**config.mk**
```make
export PLATFORM = sky130hd
export DESIGN_NAME = alu_arbiter
export DESIGN_NICKNAME = d
export VERILOG_FILES = /design/src/rtl/alu_arbiter.sv
export SDC_FILE = /design/constraint.sdc
export NUM_CORES = 1
export LEC_CHECK = 0
export BUFFER_PORTS_ARGS = -buffer_cell sky130_fd_sc_hd__buf_4
export CAP_MARGIN = 20
export CELL_PAD_IN_SITES_DETAIL_PLACEMENT = 1
export CELL_PAD_IN_SITES_GLOBAL_PLACEMENT = 1
export CORE_AREA = 2 2 110 112
export CTS_BUF_LIST = sky130_fd_sc_hd__clkbuf_4 sky130_fd_sc_hd__clkbuf_8
export DETAILED_ROUTE_END_ITERATION = 8
export DIE_AREA = 0 0 112 114
export GPL_ROUTABILITY_DRIVEN = 0
export PLACE_DENSITY_LB_ADDON = 0.1
export SLEW_MARGIN = 25
export SYNTH_ARGS = -nofsm -noshare
export SYNTH_HDL_FRONTEND = slang
export SYNTH_SLANG_ARGS = --single-unit
```
**constraint.sdc**
```tcl
create_clock -name clk -period 6.85 [get_ports clk]
set_input_delay 1.7125 -clock clk [delete_from_list [all_inputs] [get_ports clk]]
set_output_delay 1.7125 -clock clk [all_outputs]
set_load 0.005 [all_outputs]
```
**src/rtl/alu_arbiter.sv**
```systemverilog
// alu_arbiter: two-requester arbiter in front of a shared combinational ALU.
// The winner's operands go to the ALU in the same cycle. The result and the
// owner id are captured into a one-entry response register. The NZCV flag
// register is updated when the winning request asks for it. A response can
// drain in the same cycle as a new grant, so the block sustains one op per
// cycle.
module alu_arbiter #(
  parameter int         FIXED_PRIO = 0,
  parameter logic [3:0] FLAGS_RST  = 4'b0000
) (
  input  logic        clk,
  input  logic        rst,
  input  logic        req0_valid,
  output logic        req0_ready,
  input  logic [31:0] req0_a,
  input  logic [31:0] req0_b,
  input  logic [3:0]  req0_op,
  input  logic        req0_setf,
  input  logic        req1_valid,
  output logic        req1_ready,
  input  logic [31:0] req1_a,
  input  logic [31:0] req1_b,
  input  logic [3:0]  req1_op,
  input  logic        req1_setf,
  output logic [31:0] alu_a,
  output logic [31:0] alu_b,
  output logic [3:0]  alu_op,
  input  logic [31:0] alu_result,
  input  logic        alu_z,
  input  logic        alu_n,
  input  logic        alu_c,
  input  logic        alu_v,
  output logic        rsp_valid,
  input  logic        rsp_ready,
  output logic        rsp_id,
  output logic [31:0] rsp_result,
  output logic [3:0]  flags_nzcv
);

  localparam logic [0:0] EMPTY = 1'b0;
  localparam logic [0:0] FULL  = 1'b1;

  logic [0:0] state;
  logic       last_grant;
  logic       can_accept;
  logic       grant0;
  logic       grant1;
  logic       sel_setf;

  assign rsp_valid  = (state == FULL);
  assign req0_ready = grant0;
  assign req1_ready = grant1;

  // Arbitration: pick at most one requester, only when the response slot is free or draining.
  always_comb begin
    can_accept = (state == EMPTY) || ((state == FULL) && rsp_ready);
    grant0     = 1'b0;
    grant1     = 1'b0;
    if (rst || !can_accept) begin
      grant0 = 1'b0;
      grant1 = 1'b0;
    end else if (req0_valid && req1_valid) begin
      if (FIXED_PRIO != 0) begin
        grant0 = 1'b1;
      end else if (last_grant) begin
        grant0 = 1'b1;
      end else begin
        grant1 = 1'b1;
      end
    end else if (req0_valid) begin
      grant0 = 1'b1;
    end else if (req1_valid) begin
      grant1 = 1'b1;
    end else begin
      grant0 = 1'b0;
      grant1 = 1'b0;
    end
  end

  // Operand mux: the granted requester drives the shared ALU; idle drives zeros.
  always_comb begin
    alu_a    = 32'd0;
    alu_b    = 32'd0;
    alu_op   = 4'd0;
    sel_setf = 1'b0;
    case ({grant1, grant0})
      2'b01: begin
        alu_a    = req0_a;
        alu_b    = req0_b;
        alu_op   = req0_op;
        sel_setf = req0_setf;
      end
      2'b10: begin
        alu_a    = req1_a;
        alu_b    = req1_b;
        alu_op   = req1_op;
        sel_setf = req1_setf;
      end
      default: begin
        alu_a    = 32'd0;
        alu_b    = 32'd0;
        alu_op   = 4'd0;
        sel_setf = 1'b0;
      end
    endcase
  end

  // Response register, flag register and round-robin history.
  always_ff @(posedge clk) begin
    if (rst) begin
      state      <= EMPTY;
      rsp_id     <= 1'b0;
      rsp_result <= 32'd0;
      flags_nzcv <= FLAGS_RST;
      last_grant <= 1'b1;
    end else if (grant0 || grant1) begin
      state      <= FULL;
      rsp_id     <= grant1;
      rsp_result <= alu_result;
      last_grant <= grant1;
      if (sel_setf) begin
        flags_nzcv <= {alu_n, alu_z, alu_c, alu_v};
      end else begin
        flags_nzcv <= flags_nzcv;
      end
    end else if ((state == FULL) && rsp_ready) begin
      state <= EMPTY;
    end else begin
      state <= state;
    end
  end

endmodule

```
==> Word level (Yosys, flattened, before mapping) <==
Cells that the tools add are included.
{ "word_totals": {"register_bits": 39, "inputBits": 179, "out_inout_bits": 108, "elab_cells": 31} }
{ "op_classes": {"eq_ne": 2, "n_mux": 15, "bitwise": 1, "reduce_logical": 8} }
{ "ops": {"columns": ["op", "n"], "rows": [
  ["$pmux 32 s2", 2],
  ["$mux 1", 11],
  ["$pmux 4 s2", 1],
  ["$logic_or 1x1->1", 3],
  ["$eq 2x1->1 const B", 1],
  ["$eq 2x2->1 const B", 1],
  ["$logic_and 1x1->1", 2],
  ["$pmux 1 s2", 1],
  ["$reduce_and 2->1", 1],
  ["$reduce_bool 2->1", 1],
  ["$logic_not 1->1", 1],
  ["$not 1->1", 1]
]} }

==> Depth between registers and ports, before layout <==
Gate-level depths: netlist (run 1).
{ "depth": {"ltp_word": 8, "mapped_depth": 10} }

==> Least setup slack after synthesis (run 1) <==
OpenSTA, ideal clock, no wires.
{ "synth_timing": {"kind": "input -> output", "start": "in rst", "end": "out alu_a[10]", "arrival_time_ns": 3.138, "path_slack_ns": 2.000, "path_stages": 10, "path_buffers": 4, "cell_sequence": "buf_2 -> inv_2 -> and2_1 -> and3_1 -> ha_1 -> buf_2 -> buf_4 -> buf_4 -> a22oi_1 -> nor2b_1"} }
{ "synth_between": {"elab_chain_cells": 4} }
{ "synth_lines": {"columns": ["element", "line", "source"], "rows": [
  ["start: declaration", "12", "input logic rst,"],
  ["$logic_or 1x1->1 (*)", "59", "if (rst || !can_accept) begin"],
  ["$mux 1 (*)", "59", null],
  ["via req0_ready", "14", "output logic req0_ready,"],
  ["$eq 2x2->1 / $eq 2x1->1 (equally long branches)", "86", "case ({grant1, grant0})"],
  ["$pmux 32 s2 (*)", "86", null],
  ["end: declaration", "25", "output logic [31:0] alu_a,"]
]} }
The timed path passes the listed nets; every way through them passes the cells marked *.

==> Worst setup path after layout (run 1) <==
{ "layout_timing": {"start": "in rst", "end": "out alu_b[30]"} }
{ "layout_between": {"elab_chain_cells": 4} }
{ "layout_lines": {"columns": ["element", "line", "source"], "rows": [
  ["$logic_or 1x1->1 (*)", "59", null],
  ["$mux 1", "59", null],
  ["$eq 2x2->1 / $eq 2x1->1 (equally long branches)", "86", null],
  ["$pmux 32 s2 (*)", "86", null],
  ["end: declaration", "26", "output logic [31:0] alu_b,"]
]} }
Every way passes the cells marked *; elsewhere a longest branch is shown, timed or not.

==> flow_metrics.py, run 1 <==
metrics = {
    "outcome": {
        "status": "finished clean",
    },
    "hold_path": {
        "min_path_type": "reg -> reg",
    },
    "power": {
        "p_int_mw": 0.470,
        "power.leakage_nw": 2.37,
        "p_seq_share_pct": 38.0,
        "p_clk_share_pct": 23.7,
        "pwr-share-comb_pct": 38.3,
        "p_sw_mw": 0.188,
        "pwr_density_cell_nw_per_um2": 136,
        "total_power_mw": 0.658,
        "peakVddDrop_uv": 116,
        "switching_share_pct": 28.5,
    },
    "floorplan": {
        "core_um2": 11700,
        "dieHeight_um": 114,
        "die_w_um": 112,
        "start_util_pct": 21.9,
        "floorplan.rows": 40,
        "die-area_um2": 12800,
        "ioPinCount": 287,
    },
    "synth": {
        "syn_area_um2": 2560,
        "ys_types": 24,
        "synth_top_area_share_pct": 30.5,
        "synth_area_leaders": "dfxtp_1 (30%), a22oi_1 (20%), nor2b_1 (17%)",
        "ys_seq_elements": 39,
        "yosysWarnings": 0,
        "synth_top_cell_by_area": "dfxtp_1",
        "syn_nets": 483,
        "postSynthCellCount": 301,
        "yosysSeqAreaShare_pct": 30.5,
        "syn_area_per_cell_um2": 8.50,
    },
    "layout": {
        "finalNetCount": 748,
        "drive_above_1_share_pct": 53.4,
        "antenna_cells": 0,
        "nFillCells": 1419,
        "area_growth_pct": 89.2,
        "final_area_um2": 4840,
    },
    "timing": {
        "setup_viol": 0,
        "whs_ps": 473,
        "fmax_ghz": 0.176,
        "fin_crit_sh_pct": 82.8,
        "min_period_ps": 5670,
        "finalClockSkew_ps": 5.36,
        "slew_headroom_pct": 53.5,
        "layout_setup_ws_ps": 1180,
        "setup-tns-final_ps": 0,
        "grt_setup_unrepaired": "false",
        "slew_viol_final": 0,
        "worstMarginPinSlew_ps": 698,
        "timing_hold_violations_final": 0,
    },
    "drt": {
        "first_pass_iters": 4,
        "drc": 0,
        "viasPerCell": 4.61,
        "wl_per_cell_um": 17.5,
        "via_count": 3290,
        "antenna_left": 0,
        "wl_um": 12500,
        "drtIter0Drc": 244,
    },
    "clock_network": {
        "cts_resized": 0,
        "clock_sinks": 39,
        "cts_buffer_depth": 2,
        "tritoncts": "yes",
        "clkTransAtPathRegs_ps": 80,
        "post-cts-setup-buffers": 0,
        "clk_latency_ps": 290,
        "cts-root-buf": "clkbuf_8",
        "htree_levels": 2,
        "holdBufCountCts": 0,
        "numCtsBuffers": 5,
    },
    "grt": {
        "grt_overflow": 0,
        "antenna_found_initial": 0,
        "grt_pass1_wl_um": 18600,
        "grtUsageTotal_pct": 18.1,
        "grt_max_degree": 70,
        "grt_pass1_vias": 3399,
    },
    "run": {
        "drv_cap": 0,
    },
    "worst_setup_path": {
        "start_kind": "input pin",
        "arrival_ps": 3960,
        "worstSetupPathType": "in -> out",
        "crit_path_max_fanout": 36,
        "worstPathRequired_ps": 5140,
        "end_kind": "output port",
    },
    "placement": {
        "dpl_worst_slack_ps": 1120,
        "dp_hpwl_um": 10100,
        "dpl_cell_area_um2": 4750,
        "port_buffers": 286,
    },
}
registers in the layout (all words and copies together), names as in the netlist:
signal	cells
last_grant	1
rsp_id	1
flags_nzcv	4
rsp_valid	1
rsp_result	32
placed cells by master (no fill, tap or decap), drive strengths merged:
| cell | synthesis | final |
|---|---|---|
| ha | 3 | 3 |
| and3 | 1 | 1 |
| clkinvlp | 0 | 1 |
| nor3b | 1 | 1 |
| a21boi | 1 | 1 |
| nand2b | 2 | 2 |
| inv | 2 | 2 |
| nor2 | 32 | 32 |
| and2 | 1 | 1 |
| a22oi | 69 | 69 |
| nor2b | 68 | 68 |
| dfxtp | 39 | 39 |
| mux2i | 36 | 36 |
| nand3 | 2 | 2 |
| buf | 22 | 289 |
| clkbuf | 9 | 6 |
| o22ai | 1 | 1 |
| clkinv | 0 | 1 |
| nand2 | 9 | 9 |
| a21oi | 2 | 2 |
| o21ai | 1 | 1 |
final timing paths:
kind / cells past startpoint / slack [ps] / endpoint / from
setup / recovery: 9 / 1180 / alu_b[30] / rst
hold / removal: 2 / 470 / flags_nzcv[3] / flags_nzcv[3]
setup reg to reg: 7 / 4540 / flags_nzcv[0] / last_grant
hold reg to reg: 2 / 470 / flags_nzcv[3] / flags_nzcv[3]
routing by layer:
metal	track usage, %	wire length (um)
met5	0	0
met4	3.74	154
met3	4.46	932
met2	33.7	6640
met1	21.2	4770
kinds of logic after synthesis:
family                     after synthesis  synth area share [%]
DFF                                     39                  30.5
AOI/OAI and AO/OA                       74                  21.6
buffers and inverters                   33                  7.67
muxes                                   36                  14.1
and+or+nand+nor                        116                  24.7
adders and majority gates                3                  1.47
critical path, cell delays in order:
cell,delay [ps]
buf_4,320
inv_2,160
and2_1,180
nand3_1,160
ha_2,630
buf_4,380
a22oi_1,100
nor2b_1,170
buf_4,130
Yosys cell counts, drive strengths merged:
cell	count
dfxtp	39
and2	1
and3	1
a21boi	1
mux2i	36
inv	2
a22oi	69
nor2	32
nor3b	1
nand2	9
nor2b	68
ha	3
o22ai	1
clkbuf	9
nand3	2
nand2b	2
a21oi	2
o21ai	1
buf	22
metrics by stage:
stage | cells | utilization (%)
finish | 714 | 41.4
global route | 714 | 41.4
CTS | 714 | 41.4
detailed placement | 706 | 40.6
global placement | 706 | 40.5
floorplan | 301 | -
power groups by stage:
stage          registers (mW)  logic [mW]  clock network [mW]
2_1_floorplan           0.256       0.112                   0
4_1_cts                 0.250       0.256               0.164
3_3_place_gp            0.255       0.250                   0
3_5_place_dp            0.255       0.256                   0
6_report                0.250       0.252               0.156
5_1_grt                 0.252       0.276               0.172
layout make-up:
cell class | count | area [um^2] | share of cell area (%)
repair buffers | 289 | 2180 | 45.1
multi-input cells | 229 | 1600 | 33.0
flip-flops and latches | 39 | 781 | 16.1
well taps | 147 | 184 | 3.80
clock buffers | 6 | 76.3 | 1.58
clock inverters | 2 | 12.5 | 0.258
inverters | 2 | 7.51 | 0.155
(Power assumes the default switching activity.)
==> run 2, diff against run 1 <==
--- a/config.mk
+++ b/config.mk
@@ -5,14 +5,14 @@
 export SDC_FILE = /design/constraint.sdc
 export NUM_CORES = 1
 export LEC_CHECK = 0
+export ABC_AREA = 1
 export BUFFER_PORTS_ARGS = -buffer_cell sky130_fd_sc_hd__buf_4
 export CAP_MARGIN = 20
 export CELL_PAD_IN_SITES_DETAIL_PLACEMENT = 1
 export CELL_PAD_IN_SITES_GLOBAL_PLACEMENT = 1
-export CORE_AREA = 2 2 110 112
+export CORE_UTILIZATION = 21
 export CTS_BUF_LIST = sky130_fd_sc_hd__clkbuf_4 sky130_fd_sc_hd__clkbuf_8
 export DETAILED_ROUTE_END_ITERATION = 8
-export DIE_AREA = 0 0 112 114
 export GPL_ROUTABILITY_DRIVEN = 0
 export PLACE_DENSITY_LB_ADDON = 0.1
 export SLEW_MARGIN = 25
==> constraint.sdc (replaced) <==
create_clock -name clk -period 5.3 [get_ports clk]
set_input_delay 1.325 -clock clk [delete_from_list [all_inputs] [get_ports clk]]
set_output_delay 1.325 -clock clk [all_outputs]
set_load 0.005 [all_outputs]
==> flow_metrics.py, run 2 <==
metrics = {
    "worst_setup_path": {
        "max_stage_delay_ps": 620,
        "arrival_ps": 3260,
        "worstSetupPathType": "in -> out",
        "crit_family": "buffers and inverters",
        "crit_buf_inv": 3,
        "worstPathRequired_ps": 3970,
        "end_kind": "output port",
        "crit_slowest_cell": "inv_4",
        "crit_path_max_fanout": 68,
        "crit_chain": "buf_4 -> a21oi_1 -> nand2_1 -> ha_1 -> inv_4 -> a21oi_1 -> buf_4",
        "start_kind": "input pin",
    },
    "timing": {
        "setup-tns-final_ps": 0,
        "slew_viol_final": 0,
        "grt_setup_unrepaired": "false",
        "fmax_ghz": 0.218,
        "layout_setup_ws_ps": 710,
        "min_period_ps": 4590,
        "timing_hold_violations_final": 0,
        "worstMarginPinSlew_ps": 822,
        "finalClockSkew_ps": 5.49,
        "whs_ps": 485,
        "slew_headroom_pct": 45.2,
        "fin_crit_sh_pct": 86.6,
        "setup_viol": 0,
    },
    "power": {
        "power.leakage_nw": 2.28,
        "peakVddDrop_uv": 153,
        "pwr_density_cell_nw_per_um2": 181,
        "total_power_mw": 0.875,
    },
    "clock_network": {
        "cts_resized": 0,
        "clkTransAtPathRegs_ps": 70,
        "tritoncts": "yes",
        "numCtsBuffers": 5,
        "holdBufCountCts": 0,
        "cts_buffer_depth": 2,
        "clock_sinks": 39,
        "htree_levels": 2,
        "clk_latency_ps": 290,
        "cts-root-buf": "clkbuf_8",
        "post-cts-setup-buffers": 0,
    },
    "drt": {
        "first_pass_iters": 4,
        "drc": 0,
        "via_count": 3690,
        "wl_um": 13000,
        "viasPerCell": 4.35,
        "antenna_left": 0,
        "drtIter0Drc": 172,
        "wl_per_cell_um": 15.3,
    },
    "grt": {
        "top_usage_layer": "met2",
        "grt_max_degree": 70,
        "grt_pass1_wl_um": 19300,
        "use_met3_pct": 4.23,
        "grtUsageTotal_pct": 19.0,
        "grt_use_met1_pct": 22.6,
        "antenna_found_initial": 0,
        "grt_overflow": 0,
        "grt_pass1_vias": 3614,
        "grt_use_met2_pct": 34.4,
    },
    "placement": {
        "dp_hpwl_um": 10200,
        "dpl_worst_slack_ps": 718,
        "port_buffers": 286,
    },
    "run": {
        "drv_cap": 0,
    },
    "synth": {
        "syn_area_per_cell_um2": 6.20,
        "ys_seq_elements": 39,
        "synth_flop_cell": "dfxtp_1",
        "synth_async_sr_flop_share_pct": 0,
        "syn_area_um2": 2600,
        "synth_edf_count": 0,
        "synth_top_area_share_pct": 30.0,
        "yosysWarnings": 0,
        "yosysSeqAreaShare_pct": 30.0,
        "synth_top_cell_by_area": "dfxtp_1",
        "postSynthCellCount": 419,
        "syn_nets": 601,
        "synth_area_leaders": "dfxtp_1 (30%), nand2_1 (21%), a21oi_1 (10%)",
        "synth_commonest_cells": "nand2_1 (147), nor2_1 (68), a21oi_1 (53)",
        "synth.most_common_cell": "nand2_1",
        "ys_types": 20,
    },
    "layout": {
        "final_common_cell": "buf_4",
        "reg_top3": "rsp_result: 32 flops, flags_nzcv: 4 flops",
        "drive_above_1_share_pct": 47.4,
        "largest_register_ffs": 32,
        "finalNetCount": 862,
        "area_growth_pct": 86.3,
        "layout_common_cells": "buf_4 (287), nand2_1 (147), nor2_1 (68), a21oi_1 (53), dfxtp_1 (39)",
        "antenna_cells": 0,
        "top_register": "rsp_result",
    },
    "floorplan": {
        "core_um2": 12100,
        "start_util_pct": 21.5,
        "die-area_um2": 12800,
        "ioPinCount": 287,
        "dieHeight_um": 113,
        "die_w_um": 113,
        "floorplan.rows": 40,
    },
    "outcome": {
        "status": "finished clean",
    },
    "hold_path": {
        "min_path_type": "reg -> reg",
    },
}
==> run 2: cell count changes in the layout (fill, tap and decap cells not counted), moves of 4 or more <==
cell / previous run / this run
a21oi_1: 2 / 53
a21oi_2: 0 / 20
a22oi_1: 68 / 0
a31oi_1: 0 / 4
inv_1: 1 / 8
mux2i_1: 36 / 0
nand2_1: 9 / 147
nand4_1: 0 / 4
nor2_1: 32 / 68
nor2b_1: 68 / 0
o21ai_0: 1 / 26
o21ai_1: 0 / 6
==> run 2: worst register-to-register path: stages (launching register included) <==
cell and delay [ps]:
dfxtp_1 330, a21oi_1 250, nand2_1 140, inv_1 120, ha_2 500, nand2_1 140, nand2_2 160, nand4_1 110
nand2_1 100, nor2_1 50
==> run 2: cell families after synthesis <==
family,after synthesis,share of synthesized area (%)
adders and majority gates,3,1.44
and+or+nand+nor,221,32.5
AOI/OAI and AO/OA,110,24.4
DFF,39,30.0
buffers and inverters,46,11.7
==> run 2: layout make-up <==
| cell class | count | area, um^2 |
|---|---|---|
| flip-flops and latches | 39 | 781 |
| multi-input cells | 334 | 1520 |
| fillers | 1555 | 7220 |
| repair buffers | 289 | 2190 |
| well taps | 168 | 210 |
| clock buffers | 6 | 82.6 |
| clock inverters | 1 | 8.76 |
| inverters | 11 | 46.3 |
==> run 2: through the flow <==
step | cells | area (um^2) | utilization (%)
after CTS | 848 | 4840 | 40.1
after floorplan | 419 | 2600 | -
final | 848 | 4840 | 40.1
after global placement | 841 | 4750 | 39.4
after global routing | 848 | 4840 | 40.1
after detailed placement | 841 | 4750 | 39.4
==> run 2: power breakdown <==
group	switching, mW	total (mW)	leakage [nW]	internal (mW)
registers	0.0141	0.334	0.322	0.320
clock network	0.107	0.212	0.0477	0.105
logic	0.154	0.330	1.91	0.176
total	0.275	0.875	2.28	0.600
==> run 2: final timing paths <==
path | from | endpoint | slack (ps) | cells after the start
setup / recovery | rst | alu_b[3] | 710 | 7
hold / removal | flags_nzcv[2] | flags_nzcv[2] | 480 | 2
setup reg to reg | rsp_valid | flags_nzcv[3] | 3290 | 9
hold reg to reg | flags_nzcv[2] | flags_nzcv[2] | 480 | 2
==> run 2: routing by layer <==
layer,routed length (um),share of wire (%)
met5,0,0
met4,248,1.9
met3,847,6.5
met2,6660,51
met1,5260,40
